==> config.mk <==
export PLATFORM = sky130hd
export DESIGN_NAME = seven_seg_scan
export DESIGN_NICKNAME = d
export VERILOG_FILES = /design/src/rtl/seven_seg_scan.sv
export SDC_FILE = /design/constraint.sdc
export NUM_CORES = 1
export LEC_CHECK = 0
export ABC_AREA = 1
export CORE_UTILIZATION = 45
export DETAILED_ROUTE_END_ITERATION = 16
export MAX_ROUTING_LAYER = met4
export PLACE_DENSITY = 0.65
export SYNTH_ARGS = -nofsm -noshare
export SYNTH_HDL_FRONTEND = slang
export SYNTH_SLANG_ARGS = --single-unit
==> constraint.sdc <==
create_clock -name CLK100MHZ -period 1.75 [get_ports CLK100MHZ]
set_input_delay 0.35 -clock CLK100MHZ [delete_from_list [all_inputs] [get_ports CLK100MHZ]]
set_output_delay 0.35 -clock CLK100MHZ [all_outputs]
set_load 0.01 [all_outputs]
==> src/rtl/seven_seg_scan.sv <==
// Four-digit multiplexed seven-segment scanner with shadowed, frame-aligned display updates.
// Define SEVEN_SEG_LZ_BLANK_EN to blank leading zero digits (digit 0 always shown).
module seven_seg_scan #(
    parameter int TICK_DIV     = 100000,
    parameter int BLANK_CYCLES = 16
) (
    input  logic        CLK100MHZ,
    input  logic        CPU_RESETN,
    input  logic [15:0] value_i,
    input  logic        load_i,
    output logic [3:0]  AN,
    output logic [6:0]  SEG,
    output logic        frame_o
);

    localparam int CNT_W = (TICK_DIV > 1) ? $clog2(TICK_DIV) : 1;
    localparam logic [CNT_W-1:0] CNT_LAST  = CNT_W'(TICK_DIV - 1);
    localparam logic [CNT_W-1:0] CNT_BLANK = CNT_W'(BLANK_CYCLES);

    function automatic logic [6:0] hex_to_seg(input logic [3:0] nib);
        logic [6:0] seg;
        case (nib)
            4'h0: seg = 7'b1000000;
            4'h1: seg = 7'b1111001;
            4'h2: seg = 7'b0100100;
            4'h3: seg = 7'b0110000;
            4'h4: seg = 7'b0011001;
            4'h5: seg = 7'b0010010;
            4'h6: seg = 7'b0000010;
            4'h7: seg = 7'b1111000;
            4'h8: seg = 7'b0000000;
            4'h9: seg = 7'b0010000;
            4'hA: seg = 7'b0001000;
            4'hB: seg = 7'b0000011;
            4'hC: seg = 7'b1000110;
            4'hD: seg = 7'b0100001;
            4'hE: seg = 7'b0000110;
            default: seg = 7'b0001110;
        endcase
        return seg;
    endfunction

    logic [CNT_W-1:0] cnt;
    logic [1:0]       idx;
    logic [15:0]      shadow;
    logic [15:0]      disp;
    logic             pending;

    logic       tick;
    logic       wrap;
    logic [3:0] nib;
    logic [3:0] lz;
    logic [3:0] an_nxt;

    assign tick = (cnt == CNT_LAST);
    assign wrap = tick && (idx == 2'd3);
    assign nib  = disp[{idx, 2'b00} +: 4];

`ifdef SEVEN_SEG_LZ_BLANK_EN
    // A digit is a leading zero when it and every more significant nibble are zero.
    assign lz[0] = 1'b0;
    assign lz[1] = (disp[15:4]  == 12'h000);
    assign lz[2] = (disp[15:8]  == 8'h00);
    assign lz[3] = (disp[15:12] == 4'h0);
`else
    assign lz = 4'b0000;
`endif

    always_comb begin
        an_nxt = 4'hF;
        if (cnt >= CNT_BLANK && !lz[idx])
            an_nxt = ~(4'b0001 << idx);
    end

    // Scan state plus output register stage: outputs lag the scan state by one cycle.
    always_ff @(posedge CLK100MHZ or negedge CPU_RESETN) begin
        if (!CPU_RESETN) begin
            cnt     <= '0;
            idx     <= 2'd0;
            shadow  <= 16'h0000;
            disp    <= 16'h0000;
            pending <= 1'b0;
            AN      <= 4'hF;
            SEG     <= 7'h7F;
            frame_o <= 1'b0;
        end else begin
            cnt <= tick ? '0 : cnt + 1'b1;
            if (tick)
                idx <= idx + 2'd1;

            // Transfer uses the pre-edge shadow; a coincident load re-arms pending.
            frame_o <= wrap && pending;
            if (wrap && pending) begin
                disp    <= shadow;
                pending <= 1'b0;
            end
            if (load_i) begin
                shadow  <= value_i;
                pending <= 1'b1;
            end

            AN  <= an_nxt;
            SEG <= hex_to_seg(nib);
        end
    end

endmodule

==> impl_table.tex, run 1 <==
\begin{tabular}{lr}
\hline
Metric & Value \\
\hline
\multicolumn{2}{l}{\textbf{Status}} \\
\quad Result of the run & complete, no violations \\
\multicolumn{2}{l}{\textbf{Placed design}} \\
\quad Placed instance area & 3580 um\^{}2 \\
\quad DP Wirelength & 3950 um \\
\quad IO buf count & 30 \\
\quad Placer's final routability congestion estimate & 0.881 \\
\multicolumn{2}{l}{\textbf{Timing}} \\
\quad Worst slew margin relative to its limit & 0.706 \\
\quad Hold slack & 0.00821 ns \\
\quad Slew Limit Fails & 0 \\
\quad RSZ-0062 raised after global routing & no \\
\quad Crit share post-route & 0.900 \\
\quad Sum of negative setup slack & 0 ns \\
\quad Actual transition at the worst max-transition pin & 0.439 ns \\
\quad Worst-case clock skew & 0.0113 ns \\
\quad Highest achievable clock rate & 0.635 GHz \\
\quad Endpoints failing hold & 0 \\
\quad Endpoints failing setup & 0 \\
\quad Minimum clock period after layout & 1.58 ns \\
\multicolumn{2}{l}{\textbf{Detailed routing}} \\
\quad Post-detailed-route via-to-cell ratio & 4.73 \\
\quad Total Wirelength & 5650 um \\
\quad Residual antenna-violating net count after detailed routing & 0 \\
\quad Via total after detailed routing & 2470 \\
\quad DRC & 0 \\
\quad Average routed wire per standard cell & 10.8 um \\
\quad Number of iterations in the first detailed-routing pass & 4 \\
\quad Initial DRC Count & 107 \\
\multicolumn{2}{l}{\textbf{Synthesis}} \\
\quad Post-synthesis instance area & 3160 um\^{}2 \\
\quad Leading cell types by total area after synthesis & sky130\_fd\_sc\_hd\_\_dfrtp\_1 42\%, sky130\_fd\_sc\_hd\_\_nand2\_1 19\%, sky130\_fd\_sc\_hd\_\_dfstp\_2 9.1\%, sky130\_fd\_sc\_hd\_\_ha\_1 4.8\%, sky130\_fd\_sc\_hd\_\_nand4\_1 4.0\% \\
\quad Distinct cell type count after synthesis & 30 \\
\quad Register area share after synthesis & 0.511 \\
\quad Top cell type's share of synthesized area & 0.420 \\
\quad Library cell with the largest summed area after synthesis & sky130\_fd\_sc\_hd\_\_dfrtp\_1 \\
\quad Post-synthesis average cell area & 8.23 um\^{}2 \\
\quad Ys Warns & 0 \\
\quad Synthesized instance count & 384 \\
\quad Number of nets produced by synthesis & 415 \\
\quad Post-synthesis sequential element count & 64 \\
\multicolumn{2}{l}{\textbf{Clock network}} \\
\quad CTS tree & built \\
\quad Clock-pin transition on the worst setup and hold timing paths & 0.07 ns \\
\quad H-Tree Level Count & 3 \\
\quad Clock sink count & 64 \\
\quad Buffer cell driving the clock tree root & sky130\_fd\_sc\_hd\_\_clkbuf\_8 \\
\quad Maximum count of clock buffers along a single path & 2 \\
\quad Later-pin clock latency in the skew report & 0.35 ns \\
\quad Number of buffers added to fix hold violations after cts & 0 \\
\quad Number of buffers created by CTS & 9 \\
\multicolumn{2}{l}{\textbf{Power}} \\
\quad Clock network power share & 0.459 \\
\quad Share of total power in sequential cells & 0.503 \\
\quad Leakage dissipation & 2.02 nW \\
\quad Total power of the final layout & 3.04 mW \\
\quad Switching part of the total power & 0.219 \\
\quad Comb power frac & 0.037 \\
\quad Power density over the cells & 793 nW/um\^{}2 \\
\quad Cell internal pwr & 2.38 mW \\
\quad Highest ir drop seen on vdd & 0.439 mV \\
\quad Switching power summed over all nets & 666 uW \\
\multicolumn{2}{l}{\textbf{Worst setup path}} \\
\quad Element type at the critical path end & flop \\
\quad Cell mode on critical path & sky130\_fd\_sc\_hd\_\_nand2\_1 \\
\quad Data arrival, critical path & 1.86 ns \\
\quad Setup Crit Path Kind & flop to flop \\
\quad Data required time at the worst endpoint & 2.04 ns \\
\quad Standard cell with the maximum stage delay on the critical path & sky130\_fd\_sc\_hd\_\_dfrtp\_2 \\
\quad Delay of the slowest cell on the worst path & 0.47 ns \\
\quad Kind of launch point of the worst setup path & flop \\
\quad Cells along the critical path & inv\_4, nand2\_1, nand3\_1, nand2\_1, ha\_1, o21ai\_0, nand2\_1, nand2\_1 \\
\quad CP max FO & 10 \\
\multicolumn{2}{l}{\textbf{Finish}} \\
\quad Net count, final & 452 \\
\quad Antenna fix cells & 0 \\
\quad Share of layout cells above drive strength 1 & 0.127 \\
\quad Layout overhead on the synthesized area & 21.3\% \\
\quad Area of all placed cells without fillers & 3830 um\^{}2 \\
\quad Filler Cells Inserted & 618 \\
\multicolumn{2}{l}{\textbf{Global route}} \\
\quad Via count of the first global-routing pass & 2320 \\
\quad First-pass GRT wire length & 10400 um \\
\quad Number of antenna violations at the first check in global routing & 0 \\
\quad Overflow after GRT & 0 \\
\quad All-Layer GR Usage & 0.188 \\
\quad Largest net degree at the start of global routing & 65 \\
\multicolumn{2}{l}{\textbf{Die}} \\
\quad Io pins & 31 \\
\quad Initial core utilization & 0.465 \\
\quad Core Footprint & 6790 um\^{}2 \\
\quad Die area & 7360 um\^{}2 \\
\quad Y dimension of the die & 85.8 um \\
\quad Row count & 30 \\
\quad Width of the die & 85.8 um \\
\multicolumn{2}{l}{\textbf{Job}} \\
\quad Number of max-capacitance violations reported & 0 \\
\multicolumn{2}{l}{\textbf{Min path}} \\
\quad Path class of the lowest-slack min-delay path & input port to asynchronous set/reset pin \\
\hline
\end{tabular}
==> logic make-up after synthesis <==
family                   Yosys count  share of synthesized area
AND/OR/NAND/NOR                  242                      0.341
flip-flops                        64                      0.511
buffers and inverters             51                     0.0689
adder cells (fa/ha/maj)           12                     0.0475
AO/OA/AOI/OAI                      9                     0.0146
XOR/XNOR                           6                     0.0166
==> layout make-up <==
cell class | count | area [um^2] | share of cell area
tap | 96 | 120 | 0.0313
sequential | 64 | 1620 | 0.422
clock inverter | 6 | 92.6 | 0.0242
multi-input combinational | 269 | 1330 | 0.346
inverter | 39 | 149 | 0.0388
timing repair buffer | 38 | 400 | 0.104
clock buffer | 10 | 128 | 0.0333
==> cells in the mapped netlist, drive strengths merged <==
cell type	number
a21oi	1
buf	6
clkbuf	6
clkinv	3
dfrtp	53
dfstp	11
ha	12
inv	36
nand2	163
nand3	22
nand4	20
nor2	23
nor3	11
nor3b	2
nor4	1
o21ai	7
o22ai	1
xnor2	1
xor2	5
==> layout by cell type, fill, tap and decap left out, drive strengths merged, types with 5 or more instances in the layout <==
cell,n
nand2,163
ha,12
o21ai,7
nor2,23
clkbuf,10
dfrtp,53
xor2,5
buf,9
nand3,22
dfstp,11
clkdlybuf4s50,18
inv,37
nor3,11
dlymetal6s2s,9
nand4,20
==> worst paths after layout <==
kind	from	end	slack (ns)	depth (start not counted)
worst max-delay path	idx[0]$_DFFE_PN0N_	SEG[3]$_DFF_PN1_	0.17	8
worst min-delay path	CPU_RESETN	cnt[3]$_DFF_PN0_	0.008	2
worst max register to register	idx[0]$_DFFE_PN0N_	SEG[3]$_DFF_PN1_	0.17	8
worst min register to register	disp[10]$_DFFE_PN0P_	disp[10]$_DFFE_PN0P_	0.48	2
max in group asynchronous	CPU_RESETN	SEG[3]$_DFF_PN1_	1.44	2
min in group CLK100MHZ	disp[10]$_DFFE_PN0P_	disp[10]$_DFFE_PN0P_	0.48	2
==> critical path, delay by kind of cell, from the launching register on <==
kind | cells | cell delay, ns
compound gates | 1 | 0.16
fa+ha+maj | 1 | 0.34
buf+inv | 1 | 0.13
flops | 1 | 0.47
simple gates | 5 | 0.41
==> power groups by stage <==
| stage | Combinational [mW] | Clock, mW | Sequential [mW] |
|---|---|---|---|
| final | 0.114 | 1.40 | 1.53 |
| after global routing | 0.133 | 1.51 | 1.53 |
| after CTS | 0.119 | 1.44 | 1.53 |
| after detailed placement | 0.118 | 0 | 1.56 |
| after global placement | 0.116 | 0 | 1.56 |
| after floorplan | 0.0376 | 0 | 1.55 |
==> per-layer routing <==
metal  share of wire  GRT usage
met4           0.025      0.112
met3           0.034     0.0346
met2            0.44      0.277
met1            0.50      0.243
met5               0          -
==> through the flow <==
stage          utilization  cells  worst slack [ns]
6_report             0.564    522             0.175
5_1_grt              0.564    522           0.00522
4_1_cts              0.560    521           0.00271
3_5_place_dp         0.528    505            0.0231
3_3_place_gp         0.528    505             0.126
2_1_floorplan            -    384             0.264
==> timing repair <==
item / in CTS / in global routing
pin swaps: 0 / 0
setup buffers: 0 / 1
resized for setup: 2 / 11
endpoints found under the setup margin: 2 / 14
==> registers in the layout (all words and copies together), names as in the netlist <==
name / flops
shadow: 16
cnt: 17
frame_o: 1
idx: 2
pending: 1
disp: 16
AN: 4
SEG: 7
No activity file was read; power rests on OpenSTA's default activity.
==> run 2, diff against run 1 <==
clock period = 1.93 ns   (was 1.75 ns; I/O delays follow)
==> impl_table.tex, run 2 (synthesis gave the netlist of run 1 again) <==
\begin{tabular}{lr}
\hline
Metric & Value \\
\hline
\multicolumn{2}{l}{\textbf{Status}} \\
\quad Result of the run & complete, no violations \\
\multicolumn{2}{l}{\textbf{Placed design}} \\
\quad Placed instance area & 3560 um\^{}2 \\
\quad IO buf count & 30 \\
\quad DP Wirelength & 3980 um \\
\quad Placed cell count & 503 \\
\quad Placement-stage worst setup slack & 0.169 ns \\
\quad Placer's final routability congestion estimate & 0.886 \\
\multicolumn{2}{l}{\textbf{Clock network}} \\
\quad Clock-pin transition on the worst setup and hold timing paths & 0.07 ns \\
\quad Setup bufs post-CTS & 0 \\
\quad Buffer cell driving the clock tree root & sky130\_fd\_sc\_hd\_\_clkbuf\_8 \\
\quad CTS tree & built \\
\quad Number of buffers created by CTS & 9 \\
\quad Maximum count of clock buffers along a single path & 2 \\
\quad Clock sink count & 64 \\
\quad Later-pin clock latency in the skew report & 0.34 ns \\
\quad H-Tree Level Count & 3 \\
\multicolumn{2}{l}{\textbf{Worst setup path}} \\
\quad Setup Crit Path Kind & flop to primary output \\
\quad Minimum setup slack among reg-to-reg paths & 0.25 ns \\
\quad Capture point of the worst reg-to-reg path & SEG[3]\$\_DFF\_PN1\_ \\
\quad Data required time at the worst endpoint & 1.54 ns \\
\quad Buffers and inverters on the worst path & 1 \\
\quad Cells along the critical path & clkdlybuf4s50\_1 \\
\quad Depth of the worst register-to-register path & 9 \\
\quad Family of cells with the greatest summed delay on the critical path & buffers and inverters \\
\quad Launch point of the worst reg-to-reg path & idx[1]\$\_DFFE\_PN0N\_ \\
\quad Element type at the critical path end & primary output \\
\quad Data arrival, critical path & 1.38 ns \\
\quad Standard cell with the maximum stage delay on the critical path & sky130\_fd\_sc\_hd\_\_clkdlybuf4s50\_1 \\
\quad CP max FO & 1 \\
\quad Delay of the slowest cell on the worst path & 0.53 ns \\
\quad Kind of launch point of the worst setup path & flop \\
\multicolumn{2}{l}{\textbf{Detailed routing}} \\
\quad Initial DRC Count & 158 \\
\quad Residual antenna-violating net count after detailed routing & 0 \\
\quad DRC & 0 \\
\quad Total Wirelength & 5720 um \\
\quad Number of iterations in the first detailed-routing pass & 5 \\
\quad Met1 WL & 2840 um \\
\quad Top Metal Used & met4 \\
\quad Via total after detailed routing & 2469 \\
\quad Average routed wire per standard cell & 11.0 um \\
\quad Sum of met3 wire segment lengths after detailed routing & 289 um \\
\quad Post-detailed-route via-to-cell ratio & 4.75 \\
\quad Routed wire length on met2 & 2500 um \\
\multicolumn{2}{l}{\textbf{Power}} \\
\quad Power density over the cells & 675 nW/um\^{}2 \\
\quad Total power of the final layout & 2.53 mW \\
\quad Highest ir drop seen on vdd & 0.373 mV \\
\quad Leakage dissipation & 1.88 nW \\
\multicolumn{2}{l}{\textbf{Global route}} \\
\quad Largest net degree at the start of global routing & 53 \\
\quad Number of antenna violations at the first check in global routing & 0 \\
\quad All-Layer GR Usage & 0.188 \\
\quad Overflow after GRT & 0 \\
\quad First-pass GRT wire length & 10500 um \\
\quad Via count of the first global-routing pass & 2360 \\
\multicolumn{2}{l}{\textbf{Finish}} \\
\quad Most frequent cells in the layout & 161 x sky130\_fd\_sc\_hd\_\_nand2\_1, 52 x sky130\_fd\_sc\_hd\_\_dfrtp\_1, 29 x sky130\_fd\_sc\_hd\_\_clkdlybuf4s50\_1 \\
\quad Number of flip-flops in the largest register & 17 \\
\quad Top flop regs & cnt x17, disp x16, shadow x16 \\
\quad Net count, final & 450 \\
\quad Share of layout cells above drive strength 1 & 0.120 \\
\quad Most frequent standard cell in the layout excluding fill and tap cells & sky130\_fd\_sc\_hd\_\_nand2\_1 \\
\quad Non-filler instance count after layout & 520 \\
\quad Antenna fix cells & 0 \\
\quad Reg with most FFs & cnt \\
\quad Layout overhead on the synthesized area & 18.7\% \\
\quad Area of all placed cells without fillers & 3750 um\^{}2 \\
\multicolumn{2}{l}{\textbf{Die}} \\
\quad Core Footprint & 6790 um\^{}2 \\
\quad Io pins & 31 \\
\quad Initial core utilization & 0.465 \\
\quad Y dimension of the die & 85.8 um \\
\quad Row count & 30 \\
\quad Width of the die & 85.8 um \\
\quad Die area & 7360 um\^{}2 \\
\multicolumn{2}{l}{\textbf{Timing}} \\
\quad Worst slew margin relative to its limit & 0.692 \\
\quad Highest achievable clock rate & 0.565 GHz \\
\quad Slew Limit Fails & 0 \\
\quad Minimum clock period after layout & 1.77 ns \\
\quad Crit share post-route & 0.917 \\
\quad Actual transition at the worst max-transition pin & 0.459 ns \\
\quad Worst-case clock skew & 0.00826 ns \\
\quad Endpoints failing hold & 0 \\
\quad Endpoints failing setup & 0 \\
\quad RSZ-0062 raised after global routing & no \\
\quad Worst path setup slack after routing & 0.161 ns \\
\quad Sum of negative setup slack & 0 ns \\
\multicolumn{2}{l}{\textbf{Job}} \\
\quad Number of max-capacitance violations reported & 0 \\
\multicolumn{2}{l}{\textbf{Min path}} \\
\quad Path class of the lowest-slack min-delay path & input port to asynchronous set/reset pin \\
\hline
\end{tabular}
run 2: cell count changes in the layout (fill, tap and decap cells not counted), sizes merged, moves of 2 or more:
cell / change
bufinv: -2
clkinv: +2
dlygate4sd2: -2
buf: -3
clkdlybuf4s50: +11
dlymetal6s2s: -9
run 2: how the worst max path moves through the flow:
stage | depth (start not counted) | endpoint | start | slack [ns]
floorplan | 11 | SEG[3]$_DFF_PN1_ | idx[0]$_DFFE_PN0N_ | 0.44
global placement | 10 | SEG[3]$_DFF_PN1_ | idx[0]$_DFFE_PN0N_ | 0.30
detailed placement | 10 | SEG[3]$_DFF_PN1_ | idx[0]$_DFFE_PN0N_ | 0.17
CTS | 1 | AN[0] | AN[0]$_DFF_PN1_ | 0.14
global route | 10 | SEG[5]$_DFF_PN1_ | idx[0]$_DFFE_PN0N_ | 0.09
finish | 1 | AN[0] | AN[0]$_DFF_PN1_ | 0.16
run 2: final cells by class:
class,count,area (um^2)
inverters,39,149
flip-flops and latches,64,1620
repair buffers,36,355
fillers,648,3040
clock buffers,10,138
clock inverters,6,45.0
well taps,96,120
multi-input cells,269,1330
run 2: per-layer routing:
layer	up-vias	GRT usage
li1	1278	-
met1	1108	0.244
met2	72	0.281
met3	11	0.0423
met4	0	0.0879
met5	-	-
run 2: timing repair:
action / 4_1_cts / 5_1_grt
hold buffers: 1 / 0
endpoints found under the setup margin: 0 / 4
hold endpoints to repair: 12 / 0
resized for setup: 0 / 1
run 2: power breakdown:
group | leakage, nW | internal (mW) | switching [mW] | total, mW
logic | 0.992 | 0.0506 | 0.0540 | 0.105
clock network | 0.0845 | 0.502 | 0.538 | 1.04
registers | 0.805 | 1.37 | 0.0162 | 1.39
run 2: metrics by stage:
stage          hold WS (ns)  utilization
2_1_floorplan        0.0904            -
3_3_place_gp          0.308        0.524
3_5_place_dp          0.308        0.524
4_1_cts               0.473        0.552
5_1_grt               0.496        0.552
6_report              0.468        0.552
